$ cat src/rtl/reg_wb_if.sv
// Writeback bus between the execute/memory producers and the writeback unit.
// Carries the ALU result, the LSU result handshake and the register-file write port.
interface reg_wb_if;

  // ALU producer: one result per cycle, no backpressure
  logic        alu_valid;
  logic [4:0]  alu_rd;
  logic [31:0] alu_data;

  // LSU producer: valid/ready handshake into the result FIFO
  logic        lsu_valid;
  logic        lsu_ready;
  logic [4:0]  lsu_rd;
  logic [31:0] lsu_data;

  // Register file write port
  logic        wr_en;
  logic [4:0]  wr_rd;
  logic [31:0] wr_data;

  // Producer side, which also observes the write port
  modport master (
    output alu_valid, alu_rd, alu_data,
    output lsu_valid, lsu_rd, lsu_data,
    input  lsu_ready,
    input  wr_en, wr_rd, wr_data
  );

  // Writeback unit side
  modport slave (
    input  alu_valid, alu_rd, alu_data,
    input  lsu_valid, lsu_rd, lsu_data,
    output lsu_ready,
    output wr_en, wr_rd, wr_data
  );

endinterface

$ cat src/rtl/reg_wb_unit.sv
// Writeback unit: arbitrates the single register-file write port between a
// single-cycle ALU path (fixed priority) and a FIFO-buffered LSU path, and
// keeps a pending scoreboard of long-latency destinations for decode stalls.
module reg_wb_unit #(
  parameter int unsigned DEPTH = 4
) (
  input  logic                    clk,
  input  logic                    rst,
  reg_wb_if.slave                 bus,
  input  logic                    i_issue_valid,
  input  logic [4:0]              i_issue_rd,
  input  logic [4:0]              i_rs1,
  input  logic [4:0]              i_rs2,
  output logic                    o_busy_rs1,
  output logic                    o_busy_rs2,
  output logic [$clog2(DEPTH):0]  o_fifo_count
);

  localparam int unsigned AW = $clog2(DEPTH);
  localparam int unsigned CW = AW + 1;
  localparam int unsigned RW = 5;
  localparam int unsigned DW = 32;

  typedef struct packed {
    logic [RW-1:0] rd;
    logic [DW-1:0] data;
  } wb_entry_t;

  typedef enum logic {
    SRC_ALU = 1'b0,
    SRC_LSU = 1'b1
  } wb_src_e;

  // FIFO state
  wb_entry_t       r_fifo [DEPTH];
  logic [AW-1:0]   r_wptr;
  logic [AW-1:0]   r_rptr;
  logic [CW-1:0]   r_count;

  // Registered write port
  logic            r_wr_en;
  wb_src_e         r_wr_src;
  logic [RW-1:0]   r_wr_rd;
  logic [DW-1:0]   r_wr_data;

  // Scoreboard
  logic [31:0]     r_pending;

  // Combinational decisions
  logic            w_lsu_ready;
  logic            w_push;
  logic            w_alu_sel;
  logic            w_pop;
  wb_entry_t       w_head;
  logic            w_wr_en_nxt;
  wb_src_e         w_wr_src_nxt;
  logic [RW-1:0]   w_wr_rd_nxt;
  logic [DW-1:0]   w_wr_data_nxt;
  logic [CW-1:0]   w_count_nxt;
  logic [31:0]     w_pending_nxt;

  // Ready only when there is room and the unit is out of reset; a pop in the
  // same cycle does not free a slot for a same-cycle push.
  assign w_lsu_ready = !rst && (r_count < CW'(DEPTH));
  assign w_push      = bus.lsu_valid && w_lsu_ready;

  // ALU owns the write port whenever it has a real destination; rd = 0
  // results leave the port free for the FIFO.
  assign w_alu_sel   = bus.alu_valid && (bus.alu_rd != '0);
  assign w_pop       = !w_alu_sel && (r_count != '0);
  assign w_head      = r_fifo[r_rptr];

  // Select the result to present on the write port next cycle
  always_comb begin
    w_wr_en_nxt   = 1'b0;
    w_wr_src_nxt  = SRC_ALU;
    w_wr_rd_nxt   = '0;
    w_wr_data_nxt = '0;
    if (w_alu_sel) begin
      w_wr_en_nxt   = 1'b1;
      w_wr_src_nxt  = SRC_ALU;
      w_wr_rd_nxt   = bus.alu_rd;
      w_wr_data_nxt = bus.alu_data;
    end else if (w_pop) begin
      // rd = 0 entries drain normally but never raise the write enable
      w_wr_en_nxt   = (w_head.rd != '0);
      w_wr_src_nxt  = SRC_LSU;
      w_wr_rd_nxt   = w_head.rd;
      w_wr_data_nxt = w_head.data;
    end
  end

  // FIFO occupancy update; push and pop together leave it unchanged
  always_comb begin
    w_count_nxt = r_count;
    case ({w_push, w_pop})
      2'b10:   w_count_nxt = r_count + CW'(1);
      2'b01:   w_count_nxt = r_count - CW'(1);
      default: w_count_nxt = r_count;
    endcase
  end

  // Scoreboard update: clear on LSU commit, then set on issue so set wins
  always_comb begin
    w_pending_nxt = r_pending;
    if (r_wr_en && (r_wr_src == SRC_LSU)) begin
      w_pending_nxt[r_wr_rd] = 1'b0;
    end
    if (i_issue_valid && (i_issue_rd != '0)) begin
      w_pending_nxt[i_issue_rd] = 1'b1;
    end
    w_pending_nxt[0] = 1'b0;
  end

  // FIFO payload storage; contents are don't-care while the count says empty
  always_ff @(posedge clk) begin
    if (w_push) begin
      r_fifo[r_wptr] <= '{rd: bus.lsu_rd, data: bus.lsu_data};
    end
  end

  // FIFO pointers and count; pointers wrap naturally at power-of-two DEPTH
  always_ff @(posedge clk or posedge rst) begin
    if (rst) begin
      r_wptr  <= '0;
      r_rptr  <= '0;
      r_count <= '0;
    end else begin
      if (w_push) begin
        r_wptr <= r_wptr + AW'(1);
      end
      if (w_pop) begin
        r_rptr <= r_rptr + AW'(1);
      end
      r_count <= w_count_nxt;
    end
  end

  // Registered write port and its source flag
  always_ff @(posedge clk or posedge rst) begin
    if (rst) begin
      r_wr_en   <= 1'b0;
      r_wr_src  <= SRC_ALU;
      r_wr_rd   <= '0;
      r_wr_data <= '0;
    end else begin
      r_wr_en   <= w_wr_en_nxt;
      r_wr_src  <= w_wr_src_nxt;
      r_wr_rd   <= w_wr_rd_nxt;
      r_wr_data <= w_wr_data_nxt;
    end
  end

  // Pending scoreboard register
  always_ff @(posedge clk or posedge rst) begin
    if (rst) begin
      r_pending <= '0;
    end else begin
      r_pending <= w_pending_nxt;
    end
  end

  assign bus.lsu_ready = w_lsu_ready;
  assign bus.wr_en     = r_wr_en;
  assign bus.wr_rd     = r_wr_rd;
  assign bus.wr_data   = r_wr_data;
  assign o_fifo_count  = r_count;

  // Operand busy lookup; no forwarding from FIFO or write port
  assign o_busy_rs1 = r_pending[i_rs1];
  assign o_busy_rs2 = r_pending[i_rs2];

endmodule

$ cat src/flat_wrapper.sv
// flat-port wrapper written by rule: the top's interface ports become plain ports
module reg_wb_unit_flat 
#(
  parameter int unsigned DEPTH = 4
)
  (clk, rst, i_issue_valid, i_issue_rd, i_rs1, i_rs2, o_busy_rs1, o_busy_rs2, o_fifo_count, bus_alu_valid, bus_alu_rd, bus_alu_data, bus_lsu_valid, bus_lsu_rd, bus_lsu_data, bus_lsu_ready, bus_wr_en, bus_wr_rd, bus_wr_data);
  reg_wb_if bus_i ();
  input  logic clk;
  input  logic rst;
  input  logic i_issue_valid;
  input  logic [4:0] i_issue_rd;
  input  logic [4:0] i_rs1;
  input  logic [4:0] i_rs2;
  output logic o_busy_rs1;
  output logic o_busy_rs2;
  output logic [$clog2(DEPTH):0] o_fifo_count;
  input wire logic [$bits(bus_i.alu_valid)-1:0] bus_alu_valid;
  input wire logic [$bits(bus_i.alu_rd)-1:0] bus_alu_rd;
  input wire logic [$bits(bus_i.alu_data)-1:0] bus_alu_data;
  input wire logic [$bits(bus_i.lsu_valid)-1:0] bus_lsu_valid;
  input wire logic [$bits(bus_i.lsu_rd)-1:0] bus_lsu_rd;
  input wire logic [$bits(bus_i.lsu_data)-1:0] bus_lsu_data;
  output wire logic [$bits(bus_i.lsu_ready)-1:0] bus_lsu_ready;
  output wire logic [$bits(bus_i.wr_en)-1:0] bus_wr_en;
  output wire logic [$bits(bus_i.wr_rd)-1:0] bus_wr_rd;
  output wire logic [$bits(bus_i.wr_data)-1:0] bus_wr_data;
  assign bus_i.alu_valid = bus_alu_valid;
  assign bus_i.alu_rd = bus_alu_rd;
  assign bus_i.alu_data = bus_alu_data;
  assign bus_i.lsu_valid = bus_lsu_valid;
  assign bus_i.lsu_rd = bus_lsu_rd;
  assign bus_i.lsu_data = bus_lsu_data;
  assign bus_lsu_ready = bus_i.lsu_ready;
  assign bus_wr_en = bus_i.wr_en;
  assign bus_wr_rd = bus_i.wr_rd;
  assign bus_wr_data = bus_i.wr_data;
  reg_wb_unit #(.DEPTH(DEPTH)) u_core (.clk(clk), .rst(rst), .bus(bus_i), .i_issue_valid(i_issue_valid), .i_issue_rd(i_issue_rd), .i_rs1(i_rs1), .i_rs2(i_rs2), .o_busy_rs1(o_busy_rs1), .o_busy_rs2(o_busy_rs2), .o_fifo_count(o_fifo_count));
endmodule
$ cat config.mk
export PLATFORM = sky130hd
export DESIGN_NAME = reg_wb_unit_flat
export DESIGN_NICKNAME = d
export VERILOG_FILES = /design/src/rtl/reg_wb_if.sv /design/src/rtl/reg_wb_unit.sv /design/src/flat_wrapper.sv
export SDC_FILE = /design/constraint.sdc
export NUM_CORES = 1
export LEC_CHECK = 0
export BUFFER_PORTS_ARGS = -buffer_cell sky130_fd_sc_hd__buf_2
export CORE_MARGIN = 2
export CORE_UTILIZATION = 45
export DETAILED_ROUTE_END_ITERATION = 12
export GPL_TIMING_DRIVEN = 0
export PLACE_DENSITY = 0.68
export SYNTH_ARGS = -nofsm -noshare
export SYNTH_HDL_FRONTEND = slang
export SYNTH_SLANG_ARGS = --single-unit
$ cat constraint.sdc
create_clock -name clk -period 5.29 [get_ports clk]
set_input_delay 1.058 -clock clk [delete_from_list [all_inputs] [get_ports clk]]
set_output_delay 1.058 -clock clk [all_outputs]
set_load 0.03 [all_outputs]
== Yosys cells after proc, flatten, opt, wreduce, memory -nomap -nowiden ==
Memories as Yosys holds them, arrays and structs flattened.
Index checks and enable logic that the tools add are counted.

* Flip-flop bits (word level): 77
* Bits in writable memories: 148
* Memories: 1

{| class="wikitable"
|+ Memories
! name !! words !! bits a word !! read ports !! clocked after memory_dff !! wr ports !! RTL line !! RTL
|-
| u_core.r_fifo || 4 || 37 || 1 || 0 || 1 || reg_wb_unit.sv:35 || <nowiki>wb_entry_t r_fifo [DEPTH];</nowiki>
|}

* Add/sub/neg operators: 4
* Magnitude comparators: 7
* Equal/unequal tests: 2
* Multiplexer cells: 21
* Bitwise operators: 3
* Reductions and logical operators: 15

{| class="wikitable"
|+ Operators by type and width
! kind !! count
|-
| 32-bit two-way mux || 4
|-
| 32-bit bitwise AND || 1
|-
| 32-bit NOT || 1
|-
| 32-bit bitwise OR || 1
|-
| 5-bit by 6-bit < comparator with 1-bit output (second input constant) || 4
|-
| 5-bit nonzero test || 3
|-
| 1-bit binary-select mux with 5-bit select || 2
|-
| 1-bit demux with 5-bit select || 2
|-
| 5-bit by 1-bit greater-or-equal comparator with 1-bit output (second input constant) || 2
|-
| 1-bit two-way mux || 10
|-
| 5-bit two-way mux || 2
|-
| 1-bit logical AND || 8
|-
| 3-bit case mux with 2 select lines || 1
|-
| 2-bit by 1-bit adder with 2-bit output (second input constant) || 2
|-
| 3-bit by 1-bit adder with 3-bit output (second input constant) || 1
|-
| 3-bit < comparator (second input constant) || 1
|-
| 3-bit nonzero test || 1
|-
| 3-bit by 1-bit subtractor with 3-bit output (second input constant) || 1
|-
| 2-bit by 1-bit == test with 1-bit output (second input constant) || 1
|-
| 2-bit == test (second input constant) || 1
|-
| 1-bit logical NOT || 2
|-
| 2-bit nonzero test || 1
|}

== Logic depth before layout (Yosys ltp) ==
* Depth after elaboration: 9
* Gate-level depth with buffers: 11
* Depth with buffers taken out: 9

== Worst setup path before layout ==
OpenSTA, ideal clock, no wires.

* Path kind: input -> output
* From: in i_rs1[1]
* To: out o_busy_rs1
* Data arrival time: 2.514 ns
* Setup slack: 1.718 ns
* Stages: 5
* Path buffers: 1
* Path through: buf_6 > mux4_1 > nand4_1 > nand4_1 > or4_1

* Cells in the longest elaborated chain, start to end: 2

{| class="wikitable"
|+ RTL lines
! what !! RTL line !! RTL
|-
| from (decl) || flat_wrapper.sv:12 || <nowiki>input logic [4:0] i_rs1;</nowiki>
|-
| 1-bit binary-select mux with 5-bit select || reg_wb_unit.sv:170 || <nowiki>assign o_busy_rs1 = r_pending[i_rs1];</nowiki>
|-
| 1-bit two-way mux (implied by the code) || reg_wb_unit.sv:170 ||
|-
| to (decl) || flat_wrapper.sv:14 || <nowiki>output logic o_busy_rs1;</nowiki>
|}

No other way between the ends. The select of a mux whose other input is x is not followed.

== Worst setup path after layout ==
Ends and elaborated chain as after synthesis.

==> results.json <==
{
  "fmaxAchievable_ghz": 0.271,
  "first_global_vias": 5624,
  "ys_dominant_reg_cell": "edfxtp_1",
  "path_max_fanout": 9,
  "power.leakage_nw": 4.07,
  "netlist-cell-type-count": 39,
  "drc": 0,
  "synth_net_count": 591,
  "first_pass_iters": 5,
  "pwr_density_cell_mw_per_mm2": 503,
  "critPathKind": "primary input to output port",
  "grt_overflow_total": 0,
  "synth_enable_flop_cells": 148,
  "totalPowerFinal_mw": 5.48,
  "fin_area_mm2": 0.0109,
  "cts_buffer_depth": 3,
  "timing.final.hold_violations": 0,
  "avgRoutedWirePerCell_um": 21.1,
  "cp-start-kind": "primary input",
  "layout_commonest_cell": "edfxtp_1",
  "ys_seq_area_share_pct": 70.7,
  "floorplan.die.height_um": 146,
  "cts.htree.levels": 1,
  "max_slew.worst_pin.slew_ps": 899,
  "route.antenna.remaining_nets": 0,
  "ffs_latches_synth": 225,
  "gpl.final_weighted_congestion": 0.872,
  "die-width_um": 146,
  "setup_repair_after_global_routing_missed_its_margin": "false",
  "post-cts-setup-buffers": 0,
  "dpl_cell_area_mm2": 0.0101,
  "1st_iter_drt_viols": 253,
  "timing.max_cap.violations": 0,
  "areaGrowthSynthToFinish_pct": 20.7,
  "dp_hpwl_um": 13100,
  "worst_ep_required_time_ps": 4230,
  "syn-cell-area_mm2": 0.00901,
  "synthArstFlopShare_pct": 34.2,
  "clkLatencyLatePin_ps": 510,
  "run_status": "finished, final reports clean",
  "fp_rows": 51,
  "clock_skew_ps": 9.48,
  "min_path_type": "primary input to async pin",
  "grt_util_all_layers_pct": 18.6,
  "slew_headroom_pct": 40.1,
  "finalNetCount": 753,
  "final.min_clock_period_ps": 3690,
  "final_layout_size_suffix_gt1_share_pct": 35.3,
  "grt_pass1_wl_um": 30700,
  "clk_pin_slew_worst_paths_ps": 60,
  "clockRootBuffer": "clkbuf_16",
  "hold_buffers": 0,
  "floorplan.die_area_mm2": 0.0212,
  "cp_data_arrival_time_ps": 2640,
  "avgViaCountPerCell": 5.66,
  "cts_sinks": 225,
  "grt_max_degree": 66,
  "most-common-layout-cells": "edfxtp_1 (148), buf_2 (138), dfrtp_1 (77)",
  "io_buffers": 131,
  "synth.yosys.warnings": 0,
  "ctsResizeCount": 0,
  "rrSetupSlack_ps": 3120,
  "sum_neg_setup_slack_ps": 0,
  "grt_antenna_before_repair": 4,
  "cts_tree": "done",
  "element_type_at_the_critical_path_end": "output port",
  "routed_wirelength_um": 19800,
  "r2r.worst_path.cells": 9,
  "layout_worst_path_cycle_share_pct": 69.8,
  "core_mm2": 0.0196,
  "power.ir.vdd_worst_mv": 0.385,
  "setup_viol": 0,
  "boundaryPins": 138,
  "hold_slack_ps": 493,
  "synth_cells": 491,
  "start_util_pct": 46.0,
  "tritoncts_buffers": 24,
  "slew_violations": 0,
  "num_vias": 5313,
  "avg_cell_area_syn_um2": 18.4
}
==> per-layer routing <==
metal | track usage [%] | vias to the layer above | part of all wire, %
li1 | - | 2346 | -
met1 | 24.2 | 2700 | 40
met2 | 31.4 | 231 | 49
met3 | 4.42 | 32 | 8.3
met4 | 5.64 | 4 | 1.7
met5 | 0 | - | 0.10
==> metrics by stage <==
| step | cells | util (%) | worst slack [ps] |
|---|---|---|---|
| after floorplan | 491 | - | 1720 |
| final | 938 | 55.5 | 1600 |
| after detailed placement | 892 | 51.6 | 1600 |
| after global routing | 937 | 55.5 | 1500 |
| after global placement | 887 | 51.1 | 1200 |
| after CTS | 936 | 55.5 | 1600 |
==> state kept, by name, summed over array words and instances, names as in the netlist <==
name                 count
u_core.r_fifo          148
u_core.bus.wr_data      32
u_core.r_pending        31
u_core.bus.wr_rd         5
u_core.o_fifo_count      3
u_core.r_rptr            2
u_core.r_wptr            2
u_core.bus.wr_en         1
u_core.r_wr_src          1
==> cell usage after synthesis (2+ instances only) <==
| library cell | instances | area share [%] |
|---|---|---|
| buf_2 | 7 | 0.39 |
| inv_1 | 9 | 0.37 |
| nor2_1 | 6 | 0.25 |
| nand3_1 | 5 | 0.28 |
| nor2b_1 | 4 | 0.28 |
| a221oi_1 | 2 | 0.19 |
| and3_1 | 4 | 0.28 |
| xor2_1 | 4 | 0.39 |
| or3b_2 | 3 | 0.29 |
| mux2_2 | 2 | 0.25 |
| a2111oi_0 | 2 | 0.19 |
| and4b_1 | 2 | 0.22 |
| a22o_1 | 37 | 3.6 |
| xnor2_1 | 2 | 0.19 |
| o21ai_0 | 63 | 3.5 |
| buf_4 | 3 | 0.25 |
| mux4_1 | 12 | 3.5 |
| nand3b_1 | 10 | 0.83 |
| clkbuf_1 | 5 | 0.21 |
| ha_1 | 5 | 0.69 |
| nor4bb_1 | 2 | 0.22 |
| mux4_2 | 39 | 9.7 |
| nand4_1 | 5 | 0.35 |
| nand4b_1 | 4 | 0.39 |
| nor3_1 | 3 | 0.17 |
| edfxtp_1 | 148 | 49 |
| dfrtp_1 | 77 | 21 |
| nand2_1 | 6 | 0.25 |
| clkbuf_2 | 2 | 0.11 |
| buf_6 | 5 | 0.62 |
| or3_1 | 3 | 0.21 |
| or4_1 | 3 | 0.25 |
==> cells by family (layout without fill, tap and decap cells) <==
group / after synthesis / count (layout) / share of synthesized area (%)
xor gates and xnor gates: 6 / 6 / 0.583
and+or+nand+nor: 63 / 63 / 4.54
buffers and inverters: 31 / 211 / 1.96
AOI/OAI and AO/OA: 106 / 106 / 7.73
muxes: 54 / 54 / 13.6
DFF: 225 / 225 / 70.7
adders and majority gates: 6 / 6 / 0.916
other: 0 / 2 / 0
==> area by class of cell <==
cell class	count	area [um^2]
Buffer	22	143
Clock buffer	33	676
Tap cell	265	332
Clock inverter	11	81.3
Inverter	9	36.3
Timing Repair Buffer	136	763
Sequential cell	225	6370
Multi-Input combinational cell	235	2470
Antenna cell	2	5.00
Fill cell	1581	8710
==> critical path, stage by stage <==
cell and delay, ps:
buf_6 120, mux2_2 340, a221oi_1 270, a2111oi_0 130, or4_1 520, buf_2 190
==> power breakdown <==
group	internal, mW	switching, mW	total [mW]
combinational	0.665	0.853	1.52
clock	0.942	0.643	1.58
sequential	2.20	0.173	2.37
total	3.81	1.67	5.48
==> final timing paths <==
kind                                   startpoint                     end
min in group clk             u_core.r_pending[24]    u_core.r_pending[24]
max                                      i_rs1[1]              o_busy_rs1
min                                           rst  u_core.bus.wr_data[20]
max reg2reg                u_core.o_fifo_count[0]  u_core.o_fifo_count[2]
max in group asynchronous                     rst   u_core.bus.wr_data[9]
min reg2reg                  u_core.r_pending[24]    u_core.r_pending[24]
Note: power is estimated with default switching activity, not from simulation.
